## config.mk

```make
export PLATFORM = sky130hd
export DESIGN_NAME = wb_scoreboard_arbiter
export DESIGN_NICKNAME = d
export VERILOG_FILES = /design/src/rtl/wb_scoreboard_arbiter.sv
export SDC_FILE = /design/constraint.sdc
export NUM_CORES = 1
export LEC_CHECK = 0
export CORE_ASPECT_RATIO = 0.8
export CORE_MARGIN = 3
export CORE_UTILIZATION = 45
export DETAILED_ROUTE_END_ITERATION = 16
export PLACE_DENSITY = 0.95
export REMOVE_ABC_BUFFERS = 1
export SLEW_MARGIN = 10
export SYNTH_ARGS = -nofsm -noshare
export SYNTH_HDL_FRONTEND = slang
export SYNTH_SLANG_ARGS = --single-unit
```

## constraint.sdc

```tcl
create_clock -name clk -period 8 [get_ports clk]
set_input_delay 2.4 -clock clk [delete_from_list [all_inputs] [get_ports clk]]
set_output_delay 2.4 -clock clk [all_outputs]
set_load 0.01 [all_outputs]
```

## src/rtl/wb_scoreboard_arbiter.sv

```systemverilog
// wb_scoreboard_arbiter
//   Register scoreboard with a two-source writeback arbiter. The scoreboard
//   blocks issue on RAW/WAW hazards. The arbiter picks one writeback per
//   cycle. Loads win by default. An ALU writeback that has lost for
//   STARVE_LIMIT consecutive cycles is forced through on the next cycle.
//
//   Ports
//     clk, rst_n                    clock, async active-low reset
//     issue_*                       decode-side instruction operands
//     stall                         decode must hold (comb)
//     alu_wb_* / mem_wb_*           writeback requests; *_ready is the
//                                   grant (comb)
//     rf_we/rf_waddr/rf_wdata       registered register-file write port
//     busy                          registered per-register pending bits
module wb_scoreboard_arbiter #(
  parameter int STARVE_LIMIT = 3
) (
  input  logic        clk,
  input  logic        rst_n,
  input  logic        issue_valid,
  input  logic [3:0]  issue_rd,
  input  logic [3:0]  issue_rs1,
  input  logic [3:0]  issue_rs2,
  input  logic        issue_uses_rs2,
  input  logic        issue_reg_write,
  output logic        stall,
  input  logic        alu_wb_valid,
  input  logic [3:0]  alu_wb_rd,
  input  logic [31:0] alu_wb_data,
  output logic        alu_wb_ready,
  input  logic        mem_wb_valid,
  input  logic [3:0]  mem_wb_rd,
  input  logic [31:0] mem_wb_data,
  output logic        mem_wb_ready,
  output logic        rf_we,
  output logic [3:0]  rf_waddr,
  output logic [31:0] rf_wdata,
  output logic [15:0] busy
);

  localparam int SW = (STARVE_LIMIT < 1) ? 1 : $clog2(STARVE_LIMIT + 1);

  typedef struct packed {
    logic [3:0]  rd;
    logic [31:0] data;
  } wb_req_t;

  logic          alu_gnt, mem_gnt, any_gnt, starved, issue_acc;
  logic          hz_rs1, hz_rs2, hz_rd;
  logic [SW-1:0] starve_cnt;
  logic [15:0]   busy_nxt;
  wb_req_t       sel;

  // Hazard checks. Register 0 never carries a pending write.
  assign hz_rs1 = (issue_rs1 != 4'd0) && busy[issue_rs1];
  assign hz_rs2 = issue_uses_rs2 && (issue_rs2 != 4'd0) && busy[issue_rs2];
  assign hz_rd  = issue_reg_write && (issue_rd != 4'd0) && busy[issue_rd];

  // Gating with rst_n holds stall and both grants low while reset is asserted.
  assign stall     = rst_n && issue_valid && (hz_rs1 || hz_rs2 || hz_rd);
  assign issue_acc = rst_n && issue_valid && !stall;

  assign starved = (starve_cnt == SW'(STARVE_LIMIT));
  assign alu_gnt = rst_n && alu_wb_valid && (!mem_wb_valid || starved);
  assign mem_gnt = rst_n && mem_wb_valid && !alu_gnt;
  assign any_gnt = alu_gnt || mem_gnt;

  assign alu_wb_ready = alu_gnt;
  assign mem_wb_ready = mem_gnt;

  always_comb begin
    sel = alu_gnt ? wb_req_t'{rd: alu_wb_rd, data: alu_wb_data}
                  : wb_req_t'{rd: mem_wb_rd, data: mem_wb_data};
  end

  // The set from a new issue is applied after the writeback clear, so a
  // new issue wins when both touch the same register on the same edge.
  always_comb begin
    busy_nxt = busy;
    if (rf_we)
      busy_nxt[rf_waddr] = 1'b0;
    if (issue_acc && issue_reg_write && (issue_rd != 4'd0))
      busy_nxt[issue_rd] = 1'b1;
    busy_nxt[0] = 1'b0;
  end

  always_ff @(posedge clk or negedge rst_n) begin
    if (!rst_n) begin
      rf_we      <= 1'b0;
      rf_waddr   <= 4'd0;
      rf_wdata   <= 32'd0;
      busy       <= 16'h0000;
      starve_cnt <= '0;
    end else begin
      // A write to r0 still completes the handshake but never reaches the RF.
      rf_we <= any_gnt && (sel.rd != 4'd0);
      if (any_gnt) begin
        rf_waddr <= sel.rd;
        rf_wdata <= sel.data;
      end
      if (!alu_wb_valid || alu_gnt)
        starve_cnt <= '0;
      else if (!starved)
        starve_cnt <= starve_cnt + SW'(1);
      busy <= busy_nxt;
    end
  end

endmodule

```

==> metrics.txt, run 1 <==
maximum clock insertion buffer count=2; number of remaining DRC errors=0; Placed Cells=529; number of max-cap violations=0; internal power=0.6639 mW; total number of nets in the final design=544; clock tree from TritonCTS=done; Unique masters post-synth=48; area of the die=0.008065 mm2; register-to-register path setup slack=5.91 ns; fraction of layout instances using a drive strength above 1=approximately a tenth; number of standard cells in the final layout excluding fillers=537; Core Area=0.006604 mm2; worst reg2reg path depth=6; setup TNS after final layout=0 ns; total number of vias=3,013; routed wire length=9.706 mm; hold bufs inserted after CTS=0; Die Width=99.66 um; Warnings, synthesis=0; average routed wire per standard cell=18.07 um; antenna violations before repair=0; Worst-Skew Late Latency=0.30 ns; post-synth design cell area=0.003158 mm2; number of placed I/O pins=around 150; slew at the pin with the worst max-slew slack=about 0.69 ns; number of synthesized register bits=54; synthesis-to-finish area growth=50.12%; sw frac=34.47%; logic gate share of total power=between 30 and 40%; arrival time reported for the critical path endpoint=4.84 ns; P_leak=~1.9 nW; startpoint of the worst register-to-register path=busy[3]; number of cells on the worst hold path=2; unrepaired setup endpoints after global routing=false; pin count of the biggest net entering global routing=74; n_diodes=0; initial drt markers=96; Initial Utilization=47.82%; Core Rows=26; switching power of the nets=0.3492 mW; GRT Resource Usage Total=24.58%; worst hold-check path type=flip-flop to flip-flop; post-synthesis cell count=317; Clock transition at path regs=0.10 ns; end of the worst register-to-register path=busy[7]; Tcrit/Tclk final=90.51%; Highest Clock Rate=138.1 MHz; power per unit of standard cell area=213.7 mW/mm2; Crit. Startpoint=issue_rs1[0]; top cell type by total area after synthesis=dfrtp_1; number of port buffers=145; chip height=80.93 um; worst slew margin relative to its limit=a little over half; Setup Skew=0.01102 ns; status=complete, no violations; Overflow after GRT=0; shortest period the worst path allows=7.241 ns; Req. time, crit path=5.60 ns; vias in the first global route=3,143; most used cells in the layout excluding fill and tap cells=144 x clkdlybuf4s50_1, 56 x o21ai_0, 54 x dfrtp_1, 51 x mux2i_1, 44 x nand2_1; clock network power share=19.0%; via density per instance=roughly 5.6; number of detailed-routing iterations run before antenna repair=4; VDD IR-drop max=86.54 uV; antenna violation net count after detailed routing=0; number of buffers inserted to repair setup after CTS=0; leading cell type in the layout, fill and taps excluded=clkdlybuf4s50_1; area share of the leading cell type in the synthesized netlist=42.79%; number of slew-limit violations in the final report=0; proportion of synthesized chip area in sequential cells=42.79%; syn_area_per_cell=9.962 um2; global-route wire length before repair=~16 mm; count of clock tree sinks=54; launch instance of the worst min-delay path=rf_wdata[9]; Crit Path Category=primary input to primary output; Gates resized, CTS repair=0; crit path max fanout=16; destination of the worst hold path=rf_wdata[9]; Final Hold Fails=0; TritonCTS Buffers=5; power share of the sequential group=41.3%; CTS root buf=clkbuf_8; Final HPWL DP=7.741 mm; H-Tree Level Count=2; kind of start point of the critical path=primary input; Final Wtd Congestion=0.9300; largest cells by area after synthesis=dfrtp_1 43%, mux2i_1 16%, o21ai_0 8.9%, nand2_1 5.2%, mux4_2 2.9%; total of endpoints with negative setup slack in the final report=0; kind of end point of the critical path=primary output
==> registers in the layout, summed over array words and instances (netlist names) <==
signal,cells
rf_wdata,32
rf_waddr,4
rf_we,1
starve_cnt,2
busy,15
==> power by group through the flow <==
stage	sequential, mW	clock (mW)	combinational (mW)
after floorplan	0.415	0	0.156
after global placement	0.420	0	0.390
after detailed placement	0.420	0	0.403
after CTS	0.416	0.197	0.406
after global routing	0.424	0.209	0.435
final	0.419	0.192	0.402
==> cells in the mapped netlist, drive strengths merged <==
master and count:
o21ai 69, dfrtp 54, mux2i 51, nand2 44, nand4 13, buf 12, clkbuf 12, nand3 6
mux4 5, nor2 5, inv 4, nor3 4, and3 3, mux2 3, or3b 3, and2 2
nand2b 2, nand3b 2, nor4 2, o211ai 2, o22ai 2, o311ai 2, o32ai 2, or2b 2
a211oi 1, a31oi 1, clkinv 1, conb 1, ha 1, nor3b 1, o21ba 1, or2 1
or3 1, or4 1, xor2 1
==> through the flow <==
step	util, %	worst slack (ns)	cell area [um2]	total power [mW]	hold WS, ns
6_report	71.79	0.7594	4741	1.013	0.4900
5_1_grt	71.79	0.6210	4741	1.068	0.5230
4_1_cts	71.79	0.7586	4741	1.018	0.4942
3_5_place_dp	69.95	0.7697	4619	0.8234	0.4735
3_3_place_gp	69.95	0.7858	4619	0.8095	0.4616
2_1_floorplan	-	1.473	3003	0.5718	0.5162
==> cell families after synthesis <==
kind of cell,Yosys count,share of synthesized area (%)
and+or+nand+nor,92,14.98
buffers and inverters,29,5.507
other,1,0.1187
adders and majority gates,1,0.3961
muxes,59,20.92
AOI/OAI and AO/OA,80,15.02
DFF,54,42.79
xor gates and xnor gates,1,0.2774
==> worst max path at each step <==
| stage | end | slack, ns | cells after the start |
|---|---|---|---|
| 2_1_floorplan | mem_wb_ready | 1.47 | 3 |
| 3_3_place_gp | stall | 0.79 | 7 |
| 3_5_place_dp | stall | 0.77 | 7 |
| 4_1_cts | stall | 0.76 | 7 |
| 5_1_grt | stall | 0.62 | 7 |
| 6_report | stall | 0.76 | 7 |
==> routing by layer <==
layer  share of wire, %  GRT usage, %  up-vias
met5                  0             0        -
met4                2.0         6.548        0
met3                8.6         6.266       17
met2                 49         42.68      152
met1                 40         30.69     1423
li1                   -             -     1421
==> final cells by class <==
class	instances	area, um2
fill	465	1863
timing repair buffer	152	1499
multi-input combinational	234	1645
sequential	54	1351
inverter	5	18.77
tap	84	105.1
clock buffer	6	82.58
clock inverter	2	38.79
==> worst max-delay path, cell delays in order <==
cell,delay [ns]
clkdlybuf4s50_1,0.57
mux4_2,0.53
mux2i_1,0.14
mux2_2,0.35
o21ai_0,0.15
o21ba_2,0.22
clkdlybuf4s50_1,0.48
Note: power is estimated with default switching activity, not from simulation.
==> inputs of run 2 (changes only) <==
--- a/config.mk
+++ b/config.mk
@@ -9,8 +9,10 @@
 export CORE_MARGIN = 3
 export CORE_UTILIZATION = 45
 export DETAILED_ROUTE_END_ITERATION = 16
+export GPL_TIMING_DRIVEN = 0
 export PLACE_DENSITY = 0.95
 export REMOVE_ABC_BUFFERS = 1
+export SETUP_SLACK_MARGIN = 0.4
 export SLEW_MARGIN = 10
 export SYNTH_ARGS = -nofsm -noshare
 export SYNTH_HDL_FRONTEND = slang
==> run 2 against run 1 <==
Compared with the run above:
- sequential share of layout area about the same
- combinational power increased by 2%
- flip-flop and latch count unchanged
- routed wire length decreased by 1.6%
- final cell count decreased by 0.93%
- clock-buffer cell count decreased by 1
- via count increased by 0.90%
- global-route usage about the same
- hold slack got worse by 0.0047 ns
- power decreased by 1.6%
- register-to-register slack about the same
- critical path depth decreased by 1
==> metrics.txt, run 2 (same netlist as run 1, synthesis figures left out) <==
status=complete, no violations; Req. time, crit path=5.60 ns; maximum clock insertion buffer count=2; worst hold-check path type=flip-flop to flip-flop; CTS root buf=clkbuf_8; Critical Path Slowest Stage Cell=clkdlybuf4s50_1; Final HPWL DP=about 7.4 mm; worst reg2reg path depth=6; kind of start point of the critical path=primary input; Setup Skew=~0.011 ns; P_leak=1.854 nW; final core occ=71.85%; slew at the pin with the worst max-slew slack=between 0.7 and 0.8 ns; destination of the worst hold path=rf_wdata[19]; largest stage delay on the critical path=0.85 ns; number of max-cap violations=0; hold bufs inserted after CTS=0; Final Hold Fails=0; antenna violations before repair=0; Overflow after GRT=0; synthesis-to-finish area growth=50.24%; power per unit of standard cell area=210.2 mW/mm2; number of cells on the worst hold path=2; Core Rows=26; area of the die=0.008065 mm2; average routed wire per standard cell=~18 um; global-route wire length before repair=15.66 mm; chip height=80.93 um; launch instance of the worst min-delay path=rf_wdata[19]; Tcrit/Tclk final=about 94%; pin count of the biggest net entering global routing=61; via density per instance=5.714; critical path, cell by cell=clkdlybuf4s50_1 -> mux2_2 -> o311ai_0 -> o211ai_4 -> o21ba_2 -> clkdlybuf4s50_1; number of placed I/O pins=147; count of clock tree sinks=54; total design power=0.9972 mW; TritonCTS Buffers=5; total number of vias=roughly 3,000; Initial Utilization=a little under half; total number of nets in the final design=between 500 and 600; shortest period the worst path allows=7.489 ns; number of port buffers=145; Clock transition at path regs=0.09 ns; clock tree from TritonCTS=done; VDD IR-drop max=95.91 uV; number of detailed-routing iterations run before antenna repair=4; Final Wtd Congestion=just over 0.8; Crit Path Category=primary input to primary output; Worst-Skew Late Latency=0.32 ns; vias in the first global route=about 3,200; most numerous cell on the critical path=clkdlybuf4s50_1; number of slew-limit violations in the final report=0; number of remaining DRC errors=0; startpoint of the worst register-to-register path=busy[1]; arrival time reported for the critical path endpoint=5.09 ns; end of the worst register-to-register path=busy[15]; GRT Resource Usage Total=about 25%; routed wire length=9.549 mm; leading cell type in the layout, fill and taps excluded=clkdlybuf4s50_1; crit path max fanout=14; Core Area=approximately 0.0066 mm2; most used cells in the layout excluding fill and tap cells=144 x clkdlybuf4s50_1, 56 x o21ai_0, 54 x dfrtp_1, 51 x mux2i_1, 44 x nand2_1; Die Width=about 100 um; Highest Clock Rate=133.5 MHz; register-to-register path setup slack=5.90 ns; fraction of layout instances using a drive strength above 1=8.929%; kind of end point of the critical path=primary output; unrepaired setup endpoints after global routing=false; initial drt markers=118; total of endpoints with negative setup slack in the final report=0; biggest regs=rf_wdata: 32 flops, busy: 15 flops, rf_waddr: 4 flops; Largest register FFs=32; setup TNS after final layout=0 ns; H-Tree Level Count=2; antenna violation net count after detailed routing=0; n_diodes=0; worst slew margin relative to its limit=48.29%; register bank with the most flops=rf_wdata
==> run 2: how the worst max path moves through the flow <==
stage                 start      endpoint  slack (ns)
5_1_grt         issue_rd[0]         stall        0.40
3_3_place_gp          rst_n  alu_wb_ready       -1.75
4_1_cts         issue_rd[0]         stall        0.42
2_1_floorplan  mem_wb_valid  mem_wb_ready        1.47
6_report        issue_rd[1]         stall        0.51
3_5_place_dp    issue_rd[0]         stall        0.07
==> run 2: report_power, final <==
group	total, mW	switching (mW)	internal, mW
registers	0.404	0.0713	0.333
logic	0.411	0.181	0.230
clock network	0.182	0.0899	0.0922
==> run 2: critical path, delay by kind of cell <==
| kind | cells | cell delay [ns] |
|---|---|---|
| mux | 1 | 0.41 |
| buf+inv | 2 | 1.33 |
| compound gates | 3 | 0.94 |
==> run 2: repair_timing <==
item / CTS / global route
endpoints found under the setup margin: 1 / 1
pin swaps: 1 / 0
hold endpoints to repair: 0 / 0
buffers inserted: 1 / 0
cloned: 0 / 0
resized for setup: 2 / 2
==> run 2: through the flow <==
step	cell area [um2]	hold WS [ns]	std cells	setup slack, ns
detailed placement	4609	0.4717	524	0.07192
floorplan	3003	0.5162	293	1.473
CTS	4733	0.4935	532	0.4160
global placement	4559	0.4622	522	-1.753
global route	4745	0.5191	532	0.3986
finish	4745	0.4852	532	0.5115
==> run 2: area by class of cell <==
type / count / area [um2]
clock buffers: 5 / 68.82
clock inverters: 2 / 38.79
fillers: 469 / 1859
inverters: 5 / 22.52
multi-input cells: 234 / 1662
flip-flops and latches: 54 / 1351
well taps: 84 / 105.1
repair buffers: 148 / 1496
==> run 2: per-layer routing <==
layer	global-route usage, %	up-vias	wire length (um)
met5	0	-	0
met4	8.322	0	204
met3	5.322	17	728
met2	41.68	142	4681
met1	31.41	1469	3934
li1	-	1412	-
==> inputs of run 3 (changes only) <==
--- a/config.mk
+++ b/config.mk
@@ -5,6 +5,7 @@
 export SDC_FILE = /design/constraint.sdc
 export NUM_CORES = 1
 export LEC_CHECK = 0
+export ABC_CLOCK_PERIOD_IN_PS = 8000
 export CORE_ASPECT_RATIO = 0.8
 export CORE_MARGIN = 3
 export CORE_UTILIZATION = 45
@@ -13,7 +14,7 @@
 export PLACE_DENSITY = 0.95
 export REMOVE_ABC_BUFFERS = 1
 export SETUP_SLACK_MARGIN = 0.4
-export SLEW_MARGIN = 10
+export SLEW_MARGIN = 20
 export SYNTH_ARGS = -nofsm -noshare
 export SYNTH_HDL_FRONTEND = slang
 export SYNTH_SLANG_ARGS = --single-unit
==> run 3 against run 2 <==
Compared with the run above:
- sequential power is essentially flat
- hold slack gained 0.0051 ns
- routed wire length grew 4.5%
- global-route usage grew 1.0 points
- clock power grew 8%
- power grew 2.2%
- largest cell class unchanged
- largest power group unchanged
==> metrics.txt, run 3 (same netlist as run 1, synthesis figures left out) <==
total of endpoints with negative setup slack in the final report=0; largest stage delay on the critical path=0.85 ns; Req. time, crit path=5.60 ns; number of placed I/O pins=147; Overflow after GRT=0; maximum clock insertion buffer count=2; arrival time reported for the critical path endpoint=between 5 and 6 ns; worst hold-check path type=flip-flop to flip-flop; GRT Resource Usage Total=25.62%; antenna violations before repair=0; Tcrit/Tclk final=93.44%; Final Hold Fails=0; chip height=a little over 80 um; sw frac=34.39%; final critical-path setup slack=0.5248 ns; CTS root buf=clkbuf_8; area of combinational cells with multiple inputs=0.001662 mm2; number of max-cap violations=0; Crit Path Category=primary input to primary output; biggest regs=rf_wdata: 32 flops, busy: 15 flops, rf_waddr: 4 flops; Filler cells=464; area taken by flip-flops and latches=0.001351 mm2; Worst-Skew Late Latency=approximately 0.31 ns; logic gate share of total power=40.9%; fraction of layout instances using a drive strength above 1=under 10%; number of standard cells in the final layout excluding fillers=534; average routed wire per standard cell=between 15 and 20 um; Largest register FFs=32; Placed Cells=525; power share of the sequential group=between 30 and 40%; final core occ=72.62%; internal power=0.6685 mW; hold bufs inserted after CTS=0; most numerous cell on the critical path=clkdlybuf4s50_1; most used cells in the layout excluding fill and tap cells=143 x clkdlybuf4s50_1, 56 x o21ai_0, 54 x dfrtp_1, 51 x mux2i_1, 44 x nand2_1; via density per instance=slightly below 6; shortest period the worst path allows=approximately 7.5 ns; total number of nets in the final design=541; leading cell type in the layout, fill and taps excluded=clkdlybuf4s50_1; Setup Skew=around 0.014 ns; Clock transition at path regs=0.10 ns; initial drt markers=142; number of slew-limit violations in the final report=0; number of detailed-routing iterations run before antenna repair=4; register bank with the most flops=rf_wdata; n_diodes=0; total number of vias=3,078; number of remaining DRC errors=0; critical path, cell by cell=clkdlybuf4s50_1 -> mux2_2 -> o311ai_0 -> o211ai_4 -> o21ba_2 -> clkdlybuf4s50_1; clock network power share=19.3%; Highest Clock Rate=133.8 MHz; register-to-register path setup slack=5.90 ns; kind of start point of the critical path=primary input; routed wire length=~10 mm; area of the die=0.008065 mm2; clock tree from TritonCTS=done; crit path max fanout=14; Initial Utilization=47.82%; H-Tree Level Count=2; Critical Path Slowest Stage Cell=clkdlybuf4s50_1; unrepaired setup endpoints after global routing=false; pin count of the biggest net entering global routing=61; kind of end point of the critical path=primary output; Die Width=99.66 um; Final HPWL DP=slightly below 8 mm; switching power of the nets=approximately 0.35 mW; worst-case setup slack after placement=0.05204 ns; power per unit of standard cell area=212.5 mW/mm2; antenna violation net count after detailed routing=0; number of port buffers=roughly 150; worst slew margin relative to its limit=47.74%; global-route wire length before repair=16.36 mm; Final Wtd Congestion=0.8273; TritonCTS Buffers=5; VDD IR-drop max=101.7 uV; Core Area=0.006604 mm2; status=complete, no violations; slew at the pin with the worst max-slew slack=between 0.7 and 0.8 ns; synthesis-to-finish area growth=51.86%; count of clock tree sinks=54; cell family contributing the most delay on the critical path=buffers and inverters; Core Rows=26; vias in the first global route=3,287; P_leak=1.887 nW; Bufs and invs on worst path=2
[run 3: cell types whose count changed in the layout (fill, tap and decap cells not counted)]
cell / delta
buf_16: +2
buf_12: -1
clkbuf_8: +1
clkdlybuf4s50_1: -1
clkinv_4: -1
dlymetal6s2s_1: +1
inv_6: +1
[run 3: layer usage]
metal	global-route usage, %	up-vias	wire length, um
met1	32.28	1468	3967
met5	0	-	0
met4	9.141	0	303
met3	7.210	28	902
met2	42.48	162	4808
li1	-	1420	-
[run 3: metrics by stage]
stage	power [mW]	setup TNS, ns	area [um2]	hold slack [ns]
global route	1.075	0	4796	0.5283
finish	1.019	0	4796	0.4903
floorplan	0.5718	0	3003	0.5162
detailed placement	0.8189	0	4644	0.4751
CTS	1.018	0	4790	0.4932
global placement	0.7930	-13.82	4559	0.4622
[run 3: repair_timing]
action / 4_1_cts / 5_1_grt
gates cloned: 0 / 0
resized for setup: 3 / 2
endpoints found under the setup margin: 1 / 1
pin swaps: 1 / 0
setup buffers: 1 / 0
[run 3: area by class of cell]
class / count / area share [%]
clock buffers: 6 / 1.722
repair buffers: 149 / 31.99
well taps: 84 / 2.191
clock inverters: 2 / 0.8088
multi-input cells: 234 / 34.65
flip-flops and latches: 54 / 28.18
inverters: 5 / 0.4696
[run 3: worst reg2reg max path, cell delays in order, from the launching register on]
cell	delay [ns]
dfrtp_1	0.46
mux2i_1	0.10
mux4_2	0.48
or3b_1	0.42
o211ai_4	0.11
buf_4	0.27
o21ai_0	0.13
[run 3: path summary, 6_finish.rpt]
check	from	endpoint	depth (start not counted)
setup reg to reg	busy[1]	busy[7]	6
max in group asynchronous	rst_n	busy[13]	1
setup / recovery	issue_rd[1]	stall	6
min in group asynchronous	rst_n	rf_wdata[27]	1
hold reg to reg	rf_wdata[1]	rf_wdata[1]	2
hold / removal	rf_wdata[1]	rf_wdata[1]	2
[run 3: power groups by stage]
stage	clock network (mW)	logic (mW)	registers (mW)
global placement	0	0.389	0.404
CTS	0.197	0.417	0.403
finish	0.197	0.416	0.406
floorplan	0	0.156	0.415
global route	0.211	0.450	0.414
detailed placement	0	0.410	0.409
